**config.mk**
```make
export PLATFORM = sky130hd
export DESIGN_NAME = implication_responder
export DESIGN_NICKNAME = d
export VERILOG_FILES = /design/src/rtl/implication_pkg.sv /design/src/rtl/resp_delay_line.sv /design/src/rtl/implication_responder.sv
export SDC_FILE = /design/constraint.sdc
export NUM_CORES = 1
export LEC_CHECK = 0
export ABC_AREA = 0
export BUFFER_PORTS_ARGS = -buffer_cell sky130_fd_sc_hd__buf_4
export CAP_MARGIN = 20
export CORE_ASPECT_RATIO = 1.4
export CORE_MARGIN = 3
export CORE_UTILIZATION = 40
export CTS_CLUSTER_SIZE = 16
export DETAILED_ROUTE_END_ITERATION = 7
export GPL_TIMING_DRIVEN = 0
export REMOVE_ABC_BUFFERS = 1
export SLEW_MARGIN = 30
export SYNTH_ARGS = -nofsm -noshare
export SYNTH_HDL_FRONTEND = slang
export SYNTH_SLANG_ARGS = --single-unit
```
**constraint.sdc**
```tcl
create_clock -name clk -period 2 [get_ports clk]
set_input_delay 0.4 -clock clk [delete_from_list [all_inputs] [get_ports clk]]
set_output_delay 0.4 -clock clk [all_outputs]
set_load 0.1 [all_outputs]
```
**src/rtl/implication_pkg.sv**
```systemverilog
// -----------------------------------------------------------------------------
// implication_pkg
// Shared definitions for the implication responder: the responder FSM state
// encoding, the largest supported latency and the default counter width.
// -----------------------------------------------------------------------------
package implication_pkg;

    // Largest antecedent-to-consequent distance the delay line supports.
    localparam int LATENCY_MAX   = 7;

    // Default width of the response / drop counters.
    localparam int CNT_W_DEFAULT = 16;

    // Width of the in-flight counter; holds 0..LATENCY_MAX.
    localparam int INFLIGHT_W    = 4;

    // IDLE    : nothing in flight, no suppression armed
    // PENDING : at least one response in flight, no suppression armed
    // ARMED   : the next response that falls due will be suppressed
    typedef enum logic [1:0] {
        IDLE    = 2'd0,
        PENDING = 2'd1,
        ARMED   = 2'd2
    } state_t;

endpackage

```
**src/rtl/resp_delay_line.sv**
```systemverilog
// -----------------------------------------------------------------------------
// resp_delay_line
// DEPTH-deep 1-bit shift register that delays an accepted request until its
// response is due. DEPTH = 0 degenerates to a wire (gated by reset so that
// nothing leaks out while reset is held).
//
// Ports
//   clk    : clock, shifts on the rising edge
//   rst_n  : asynchronous active-low clear of every stage
//   din    : accepted request entering the line
//   dout   : request reaching the end of the line (response due now)
// -----------------------------------------------------------------------------
module resp_delay_line #(
    parameter int DEPTH = 1
) (
    input  logic clk,
    input  logic rst_n,
    input  logic din,
    output logic dout
);

    if (DEPTH == 0) begin : g_wire
        // No storage in the zero-latency case; the clock is intentionally idle.
        logic unused_clk;
        assign unused_clk = clk;
        assign dout       = din && rst_n;
    end else begin : g_shift
        logic [DEPTH-1:0] taps;

        // NOTE: every stage is cleared on reset (not just a valid bit) because
        // a request caught in flight must never surface after reset releases.
        always_ff @(posedge clk or negedge rst_n) begin
            if (!rst_n) begin
                taps <= '0;
            end else begin
                // NOTE: non-blocking assignments let each stage take the value
                // its neighbour held before the edge, independent of order.
                taps[0] <= din;
                for (int i = 1; i < DEPTH; i++) begin
                    taps[i] <= taps[i-1];
                end
            end
        end

        assign dout = taps[DEPTH-1];
    end

endmodule

```
**src/rtl/implication_responder.sv**
```systemverilog
// -----------------------------------------------------------------------------
// implication_responder
// Answers every accepted request (antecedent && en) with a one-cycle
// consequent pulse LATENCY cycles later (LATENCY = 0: same cycle,
// combinationally). An inject_fail pulse arms suppression of the next
// response that falls due; suppressed responses are counted as drops.
//
// Parameters
//   LATENCY : request-to-response distance in cycles, 0..LATENCY_MAX
//   CNT_W   : width of resp_count / drop_count (both saturate)
//
// Ports
//   clk         : clock
//   rst_n       : asynchronous active-low reset, discards in-flight responses
//   antecedent  : request, sampled every rising edge
//   en          : request enable (does not cancel responses in flight)
//   inject_fail : arms suppression of the next due response (does not stack)
//   consequent  : response pulse
//   busy        : any response in flight
//   inflight    : number of scheduled, not yet emitted/dropped responses
//   resp_count  : responses emitted since reset
//   drop_count  : responses suppressed since reset
//
// Build option
//   IMPLICATION_RESPONDER_SVA_EN : compiles embedded assertions and covers.
// -----------------------------------------------------------------------------
module implication_responder
    import implication_pkg::*;
#(
    parameter int LATENCY = 1,
    parameter int CNT_W   = CNT_W_DEFAULT
) (
    input  logic                  clk,
    input  logic                  rst_n,
    input  logic                  antecedent,
    input  logic                  en,
    input  logic                  inject_fail,
    output logic                  consequent,
    output logic                  busy,
    output logic [INFLIGHT_W-1:0] inflight,
    output logic [CNT_W-1:0]      resp_count,
    output logic [CNT_W-1:0]      drop_count
);

    if (LATENCY < 0 || LATENCY > LATENCY_MAX) begin : g_latency_range
        $error("implication_responder: LATENCY must be 0..%0d", LATENCY_MAX);
    end

    localparam logic [CNT_W-1:0] CNT_MAX = '1;

    logic                  accept;
    logic                  due;
    logic                  armed;
    logic                  suppress;
    logic                  emit;
    logic [INFLIGHT_W-1:0] inflight_q;
    logic [INFLIGHT_W-1:0] inflight_d;
    state_t                state;
    state_t                state_next;

    assign accept = antecedent && en;

    resp_delay_line #(
        .DEPTH (LATENCY)
    ) u_delay (
        .clk   (clk),
        .rst_n (rst_n),
        .din   (accept),
        .dout  (due)
    );

    // A fail injected in the very cycle a response is due claims that response.
    assign armed      = (state == ARMED);
    assign suppress   = due && (armed || inject_fail);
    assign emit       = due && !suppress;
    assign consequent = emit;

    // Simultaneous accept and departure leave the count unchanged.
    always_comb begin
        // NOTE: default first so every path assigns it and no latch is inferred.
        inflight_d = inflight_q;
        if (accept && !due) begin
            inflight_d = inflight_q + 4'd1;
        end else if (!accept && due) begin
            inflight_d = inflight_q - 4'd1;
        end
    end

    // Suppression wins over a new inject_fail in the same cycle, so a second
    // pulse while armed never buys a second drop.
    always_comb begin
        state_next = state;
        if (suppress) begin
            state_next = (inflight_d != '0) ? PENDING : IDLE;
        end else if (inject_fail || armed) begin
            state_next = ARMED;
        end else begin
            state_next = (inflight_d != '0) ? PENDING : IDLE;
        end
    end

    always_ff @(posedge clk or negedge rst_n) begin
        if (!rst_n) begin
            state      <= IDLE;
            inflight_q <= '0;
            resp_count <= '0;
            drop_count <= '0;
        end else begin
            state      <= state_next;
            inflight_q <= inflight_d;
            if (emit && resp_count != CNT_MAX) begin
                resp_count <= resp_count + 1'b1;
            end
            if (suppress && drop_count != CNT_MAX) begin
                drop_count <= drop_count + 1'b1;
            end
        end
    end

    assign inflight = inflight_q;
    assign busy     = (inflight_q != '0);

`ifdef IMPLICATION_RESPONDER_SVA_EN
    // An unarmed accept must come out LATENCY cycles later, unless a later
    // inject_fail claimed exactly that response.
    a_response: assert property (
        @(posedge clk) disable iff (!rst_n)
        (accept && !armed) |-> ##LATENCY (consequent || suppress)
    );

    // Each high cycle of consequent is backed by its own accept, so a pulse
    // can never be stretched beyond one cycle per request.
    if (LATENCY == 0) begin : g_sva_width0
        a_pulse_width: assert property (
            @(posedge clk) disable iff (!rst_n) consequent |-> accept
        );
    end else begin : g_sva_widthn
        a_pulse_width: assert property (
            @(posedge clk) disable iff (!rst_n) consequent |-> $past(accept, LATENCY)
        );
    end

    a_inflight_max: assert property (
        @(posedge clk) disable iff (!rst_n) inflight <= LATENCY
    );

    c_overlapping: cover property (
        @(posedge clk) disable iff (!rst_n) consequent && accept
    );
    c_non_overlapping: cover property (
        @(posedge clk) disable iff (!rst_n) consequent && !accept
    );
`endif

endmodule

```
==> results of run 1 <==
per-stage QoR:
| stage | total power, mW | TNS (ns) | instances | area (um2) |
|---|---|---|---|---|
| global placement | 2.85 | 0 | 277 | 2270 |
| floorplan | 2.50 | -16.40 | 173 | 1880 |
| detailed placement | 2.89 | 0 | 277 | 2270 |
| global route | 3.61 | 0 | 287 | 2400 |
| CTS | 3.47 | 0 | 285 | 2380 |
| finish | 3.44 | 0 | 287 | 2400 |
critical path, stage by stage (launching register included):
cell                      delay (ns)
sky130_fd_sc_hd__dfrtp_1        0.47
sky130_fd_sc_hd__nand4_2        0.17
sky130_fd_sc_hd__or2_1          0.28
sky130_fd_sc_hd__or4_4          0.59
sky130_fd_sc_hd__nor2_2         0.12
sky130_fd_sc_hd__xor2_1         0.15
flip-flops by register name (all words and copies together) (netlist names):
signal,cells
resp_count,16
u_delay.dout,1
drop_count,16
inflight,4
state,2
power groups by stage:
stage / Clock [mW] / Combinational, mW / Sequential (mW)
after detailed placement: 0 / 1.73 / 1.16
after floorplan: 0 / 0.382 / 2.11
after CTS: 0.588 / 1.74 / 1.15
final: 0.566 / 1.73 / 1.15
after global routing: 0.625 / 1.80 / 1.19
after global placement: 0 / 1.71 / 1.14
path summary, 6_finish.rpt:
path	startpoint	end	slack, ns
worst max-delay path	drop_count[3]	drop_count[13]	0.14
worst max register to register	drop_count[3]	drop_count[13]	0.14
max in group asynchronous	rst_n	resp_count[6]	1.59
min in group clk	en	u_delay.dout	0.46
worst min register to register	resp_count[12]	resp_count[12]	0.50
worst min-delay path	rst_n	drop_count[9]	0.08
cells in the mapped netlist (2+ instances only):
master and number:
sky130_fd_sc_hd__and2_1 2, sky130_fd_sc_hd__dfrtp_1 39, sky130_fd_sc_hd__nand4_1 6, sky130_fd_sc_hd__and4_1 2
sky130_fd_sc_hd__nor3_1 7, sky130_fd_sc_hd__xnor2_1 14, sky130_fd_sc_hd__nor2_2 3, sky130_fd_sc_hd__xor2_1 19
sky130_fd_sc_hd__nor2_1 13, sky130_fd_sc_hd__o211ai_1 2, sky130_fd_sc_hd__nand3_1 10, sky130_fd_sc_hd__inv_1 6
sky130_fd_sc_hd__nand2_1 16, sky130_fd_sc_hd__a21oi_1 2, sky130_fd_sc_hd__ha_1 5, sky130_fd_sc_hd__o2111a_1 2
sky130_fd_sc_hd__and3_1 4, sky130_fd_sc_hd__mux2_2 2
metal layers:
layer  vias up  part of all wire (%)
met2        30                    52
met4         0                   1.4
met1       683                    42
li1        700                     -
met5         -                     0
met3         5                   4.7
cell type report:
cell class              count  area share, %
inverters                   6          0.940
repair buffers             44           13.9
clock buffers               8           4.18
well taps                  62           3.24
flip-flops and latches     39           40.7
multi-input cells         128           37.0
kinds of logic after synthesis:
family	Yosys count
AO/OA/AOI/OAI	13
XOR/XNOR	33
AND/OR/NAND/NOR	75
adder cells (fa/ha/maj)	5
multiplexers	2
flip-flops	39
buffers and inverters	8
repair_timing:
item | CTS | global route
setup endpoints to repair | 1 | 1
setup buffers | 0 | 2
gates cloned | 0 | 0
resized for setup | 2 | 0
==> run metrics, run 1 <==
last weighted congestion value of the routability-driven placer=0.772; post-synthesis adder-cell area fraction=under 10%; Clock Skews=roughly 0.0049 ns; worst-case setup margin in the final layout=0.144 ns; worst reg2reg path depth=5; hold_buf cts=0; slew at the pin closest to its max-slew limit=0.479 ns; number of routed nets with antenna violations=0; Max FO, Critical Path=6; multiplexer area fraction after synthesis=under 10%; net switching fraction of the power=52.5%; maximum clock path buffer count=2; type of destination of the critical path=register; remaining design rule violation count=0; number of buffers added on ports=42; I/O pin cnt=43; remaining max-slew budget at the tightest pin=68.1%; Core Box Area=4540 um2; period utilization=approximately 93%; number of enable-type register cells in the synthesized netlist=0; Area contributors post-synth=sky130_fd_sc_hd__dfrtp_1, sky130_fd_sc_hd__xor2_1, sky130_fd_sc_hd__xnor2_1, sky130_fd_sc_hd__ha_1, sky130_fd_sc_hd__nand2_1; via count of the first global-routing pass=1328; antenna violations before repair=0; worst path arrival time=2.06 ns; first-pass GRT wire length=just under 6 mm; Seq pwr share=around 33%; vertical die dimension=roughly 87 um; met2 global-route usage=23.0%; drt first pass iters=4; deepest level of the CTS H-tree=2; number of buffers created by CTS=5; max cap viols=0; Yosys top cell by area=sky130_fd_sc_hd__dfrtp_1; area occupied by multi-input gates=886 um2; number of distinct library cells after synthesis=39; grt met3 use=4.78%; met1 GRT Util=15.8%; diode count=0; initial cell density of the core=41.8%; filler cell count in the final layout=between 400 and 500; Sinks on Clock Net=39; XOR/XNOR share of the synthesized area=between 10% and 20%; netlist area before placement=1890 um2; minimum clock period=1.86 ns; die area=5610 um2; Hold Slack=about 0.08 ns; Clk Latency, worst-skew pair=between 0.2 and 0.3 ns; maximum frequency from static timing analysis=539 MHz; RSZ-0062 raised after global routing=false; fraction of layout cells with a size suffix above 1=27.1%; Compound-Gate Fraction of Synth Area=5.42%; clock group share of total power=16.5%; combinational fraction of design power=about half; total gr overflow=0; busiest grt layer=met2; most common cell after layout, fill and taps aside=sky130_fd_sc_hd__buf_4; share of the synthesized area in the top cell type=roughly 52%; Async S/R FF share, synth=100%; FF+latch count, synth=39; maximum resistive drop on vdd=1050 uV; Total Routed Length=~3.6 mm; leakage power of the design=1.19 nW; number of warnings printed during yosys synthesis=0; final setup fails=0; fin util=52.8%; Avg Synthesized Cell Area=10.8 um2; kind of start point of the critical path=register; sequential fraction of the synthesis area=between 50% and 60%; average detailed-routed wire length per instance=between 10 and 15 um; Crit Path Class=register to register; CP Data Required Time=around 2.2 ns; floorplan row count=29; pin count of the biggest net entering global routing=40; commonest cells after routing, fill and taps aside=sky130_fd_sc_hd__buf_4, sky130_fd_sc_hd__dfrtp_1, sky130_fd_sc_hd__xor2_1, sky130_fd_sc_hd__nand2_1, sky130_fd_sc_hd__xnor2_1; clock transition at the registers of the reported paths=~0.070 ns; Slew Limit Fails=0; design internal power=1.63 mW; width of the die=64.2 um; Detailed Route Iter0 Violations=46; combinational family with the most area after synthesis=simple AND/OR/NAND/NOR gates; CTS tree=built; number of vias per cell=between 4 and 5; global-route usage over all layers=13.6%; number of nets at the end of the flow=234; Post-Synthesis Cells=between 150 and 200; placement-stage worst setup slack=0.134 ns; predominant post-synthesis flop cell=sky130_fd_sc_hd__dfrtp_1; area occupied by registers=just under 1000 um2; Hold Crit Class=input port to async pin; final hold violation count=0; Simple-Gate Fraction of Synth Area=a little over a fifth; Layout Area Growth over Synthesis=26.5%; via count=1418; final HPWL from detailed placement=2.71 mm; switching power total=1.81 mW; outcome=complete, no violations; Clk Tree Root Cell=sky130_fd_sc_hd__clkbuf_8; Power Dens Cells=1440 nW/um2
Power figures use the tool's default switching activity.
==> run 2: changes to the inputs <==
CORE_UTILIZATION = 53   (was 40)
PLACE_DENSITY_LB_ADDON = 0.15   (was not set)
==> run metrics, run 2 (synthesis results as in run 1) <==
deepest level of the CTS H-tree=2 (unchanged); width of the die=56.5 um (-12%); Detailed Route Iter0 Violations=47 (+2.2%); instance count on the critical path=5 (unchanged); number of buffers added on ports=42 (unchanged); area occupied by multi-input gates=893 um2 (+0.85%); max cap viols=0 (unchanged); type of destination of the critical path=register; worst-case setup margin in the final layout=0.127 ns (-0.0174 ns); net switching fraction of the power=53.9% (+1.4 points); Max FO, Critical Path=5 (-1); worst reg2reg path depth=5 (unchanged); leakage power of the design=1.19 nW (about the same); kind of cell adding the most delay to the critical path=simple AND/OR/NAND/NOR gates; number of vias per cell=5.48 (+11%); clock group share of total power=15.0% (-1.5 points); Clock Skews=0.00325 ns (-0.00161 ns); placement-stage worst setup slack=0.107 ns (-0.0265 ns); period utilization=93.6% (+0.87 points); cells along the critical path=nand4_2 -> or2_1 -> or4_4 -> nor2_2 -> xor2_1; remaining design rule violation count=0 (unchanged); area occupied by registers=977 um2 (+0.13%); maximum frequency from static timing analysis=534 MHz (-0.93%); worst-case register-to-register setup slack=0.13 ns (-0.02 ns); origin of the worst setup path=drop_count[4]; capture instance of the worst register-to-register path=drop_count[15]; design internal power=1.56 mW (-4.5%); commonest cells after routing, fill and taps aside=sky130_fd_sc_hd__buf_4, sky130_fd_sc_hd__dfrtp_1, sky130_fd_sc_hd__xor2_1, sky130_fd_sc_hd__nand2_1, sky130_fd_sc_hd__xnor2_1; total gr overflow=0 (unchanged); die area=4340 um2 (-23%); I/O pin cnt=43 (unchanged); antenna violations before repair=0 (unchanged); Hold Crit Class=input port to async pin; worst r2r src=drop_count[4]; Crit Path Class=register to register; fraction of layout cells with a size suffix above 1=29.2% (+2.1 points); last weighted congestion value of the routability-driven placer=0.809 (+4.8%); Clk Latency, worst-skew pair=0.29 ns (about the same); Core Box Area=3410 um2 (-25%); minimum clock period=1.87 ns (+0.0174 ns); final HPWL from detailed placement=2.94 mm (+8.4%); maximum resistive drop on vdd=1450 uV (+38%); pin count of the biggest net entering global routing=40 (unchanged); RSZ-0062 raised after global routing=false; vertical die dimension=76.7 um (-12%); most common cell after layout, fill and taps aside=sky130_fd_sc_hd__buf_4; filler cell count in the final layout=277 (-35%); leading registers by flop count=drop_count: 16 flops, resp_count: 16 flops, inflight: 4 flops; remaining max-slew budget at the tightest pin=64.4% (-3.6 points); Seq pwr share=33.9% (+0.6 points); kind of start point of the critical path=register; average detailed-routed wire length per instance=14.7 um (+17%); number of routed nets with antenna violations=0 (unchanged); global-route usage over all layers=19.3% (+5.6 points); via count of the first global-routing pass=1435 (+8.1%); combinational fraction of design power=51.1% (+0.9 points); CTS tree=built; Critical Path Slowest Stage Cell=sky130_fd_sc_hd__or4_4; total power consumption of the routed design=3.38 mW (-1.6%); via count=1458 (+2.8%); maximum clock path buffer count=2 (unchanged); final hold violation count=0 (unchanged); diode count=0 (unchanged); Total Routed Length=3.91 mm (+8.6%); floorplan row count=25 (-14%); Clk Tree Root Cell=sky130_fd_sc_hd__clkbuf_8; number of buffers created by CTS=5 (unchanged); Hold Slack=0.0640 ns (-0.0149 ns); drt first pass iters=4 (unchanged); CP Buf/Inv Count=0 (unchanged); peak per-stage delay on the critical path=0.60 ns (about the same); outcome=complete, no violations; CP Data Required Time=2.22 ns (about the same); switching power total=1.82 mW (+1.0%); final setup fails=0 (unchanged); Slew Limit Fails=0 (unchanged); Sinks on Clock Net=39 (unchanged); number of nets at the end of the flow=235 (+0.43%); clock transition at the registers of the reported paths=0.07 ns (about the same); worst path arrival time=2.09 ns (+0.03 ns); Power Dens Cells=1430 nW/um2 (-0.45%); Layout Area Growth over Synthesis=25.0%; first-pass GRT wire length=6.56 mm (+10%); initial cell density of the core=55.6% (+14 points); slew at the pin closest to its max-slew limit=0.528 ns (+0.0487 ns)
==> run 2: what timing repair did <==
item | CTS | global route
resized for setup | 2 | 3
hold buffers | 0 | 0
cloned | 0 | 0
setup endpoints to repair | 1 | 3
buffers inserted | 0 | 3
==> run 2: routing by layer <==
layer / global-route usage (%) / up-vias / wire [um]
li1: - / 702 / -
met1: 20.8 / 715 / 1500
met2: 34.0 / 31 / 2160
met3: 4.04 / 10 / 147
met4: 10.7 / 0 / 96
met5: 0 / - / 0
==> run 2: how the worst max path moves through the flow <==
stage,slack [ns],end
global placement,0.20,drop_count[13]
detailed placement,0.11,drop_count[14]
floorplan,-0.85,resp_count[15]
CTS,0.05,consequent
global route,0.03,drop_count[13]
finish,0.13,drop_count[15]
==> run 2: layout make-up <==
type / instances / share of cell area [%]
well taps: 40 / 2.11
clock buffers: 5 / 2.91
multi-input cells: 128 / 37.7
flip-flops and latches: 39 / 41.3
clock inverters: 3 / 0.634
inverters: 6 / 0.951
repair buffers: 45 / 14.4
==> run 2: power groups by stage <==
| stage | clock network, mW | registers, mW | logic (mW) |
|---|---|---|---|
| finish | 0.507 | 1.15 | 1.73 |
| global route | 0.560 | 1.18 | 1.81 |
| CTS | 0.519 | 1.15 | 1.74 |
| detailed placement | 0 | 1.16 | 1.73 |
| global placement | 0 | 1.14 | 1.70 |
| floorplan | 0 | 2.11 | 0.382 |
==> run 2: per-stage QoR <==
step,utilization [%],cell area (um2),TNS (ns),instances
after floorplan,-,1880,-16.40,173
after global placement,65.8,2240,0,255
after detailed placement,65.8,2240,0,255
after CTS,68.6,2340,0,263
after global routing,69.5,2370,0,266
final,69.5,2370,0,266
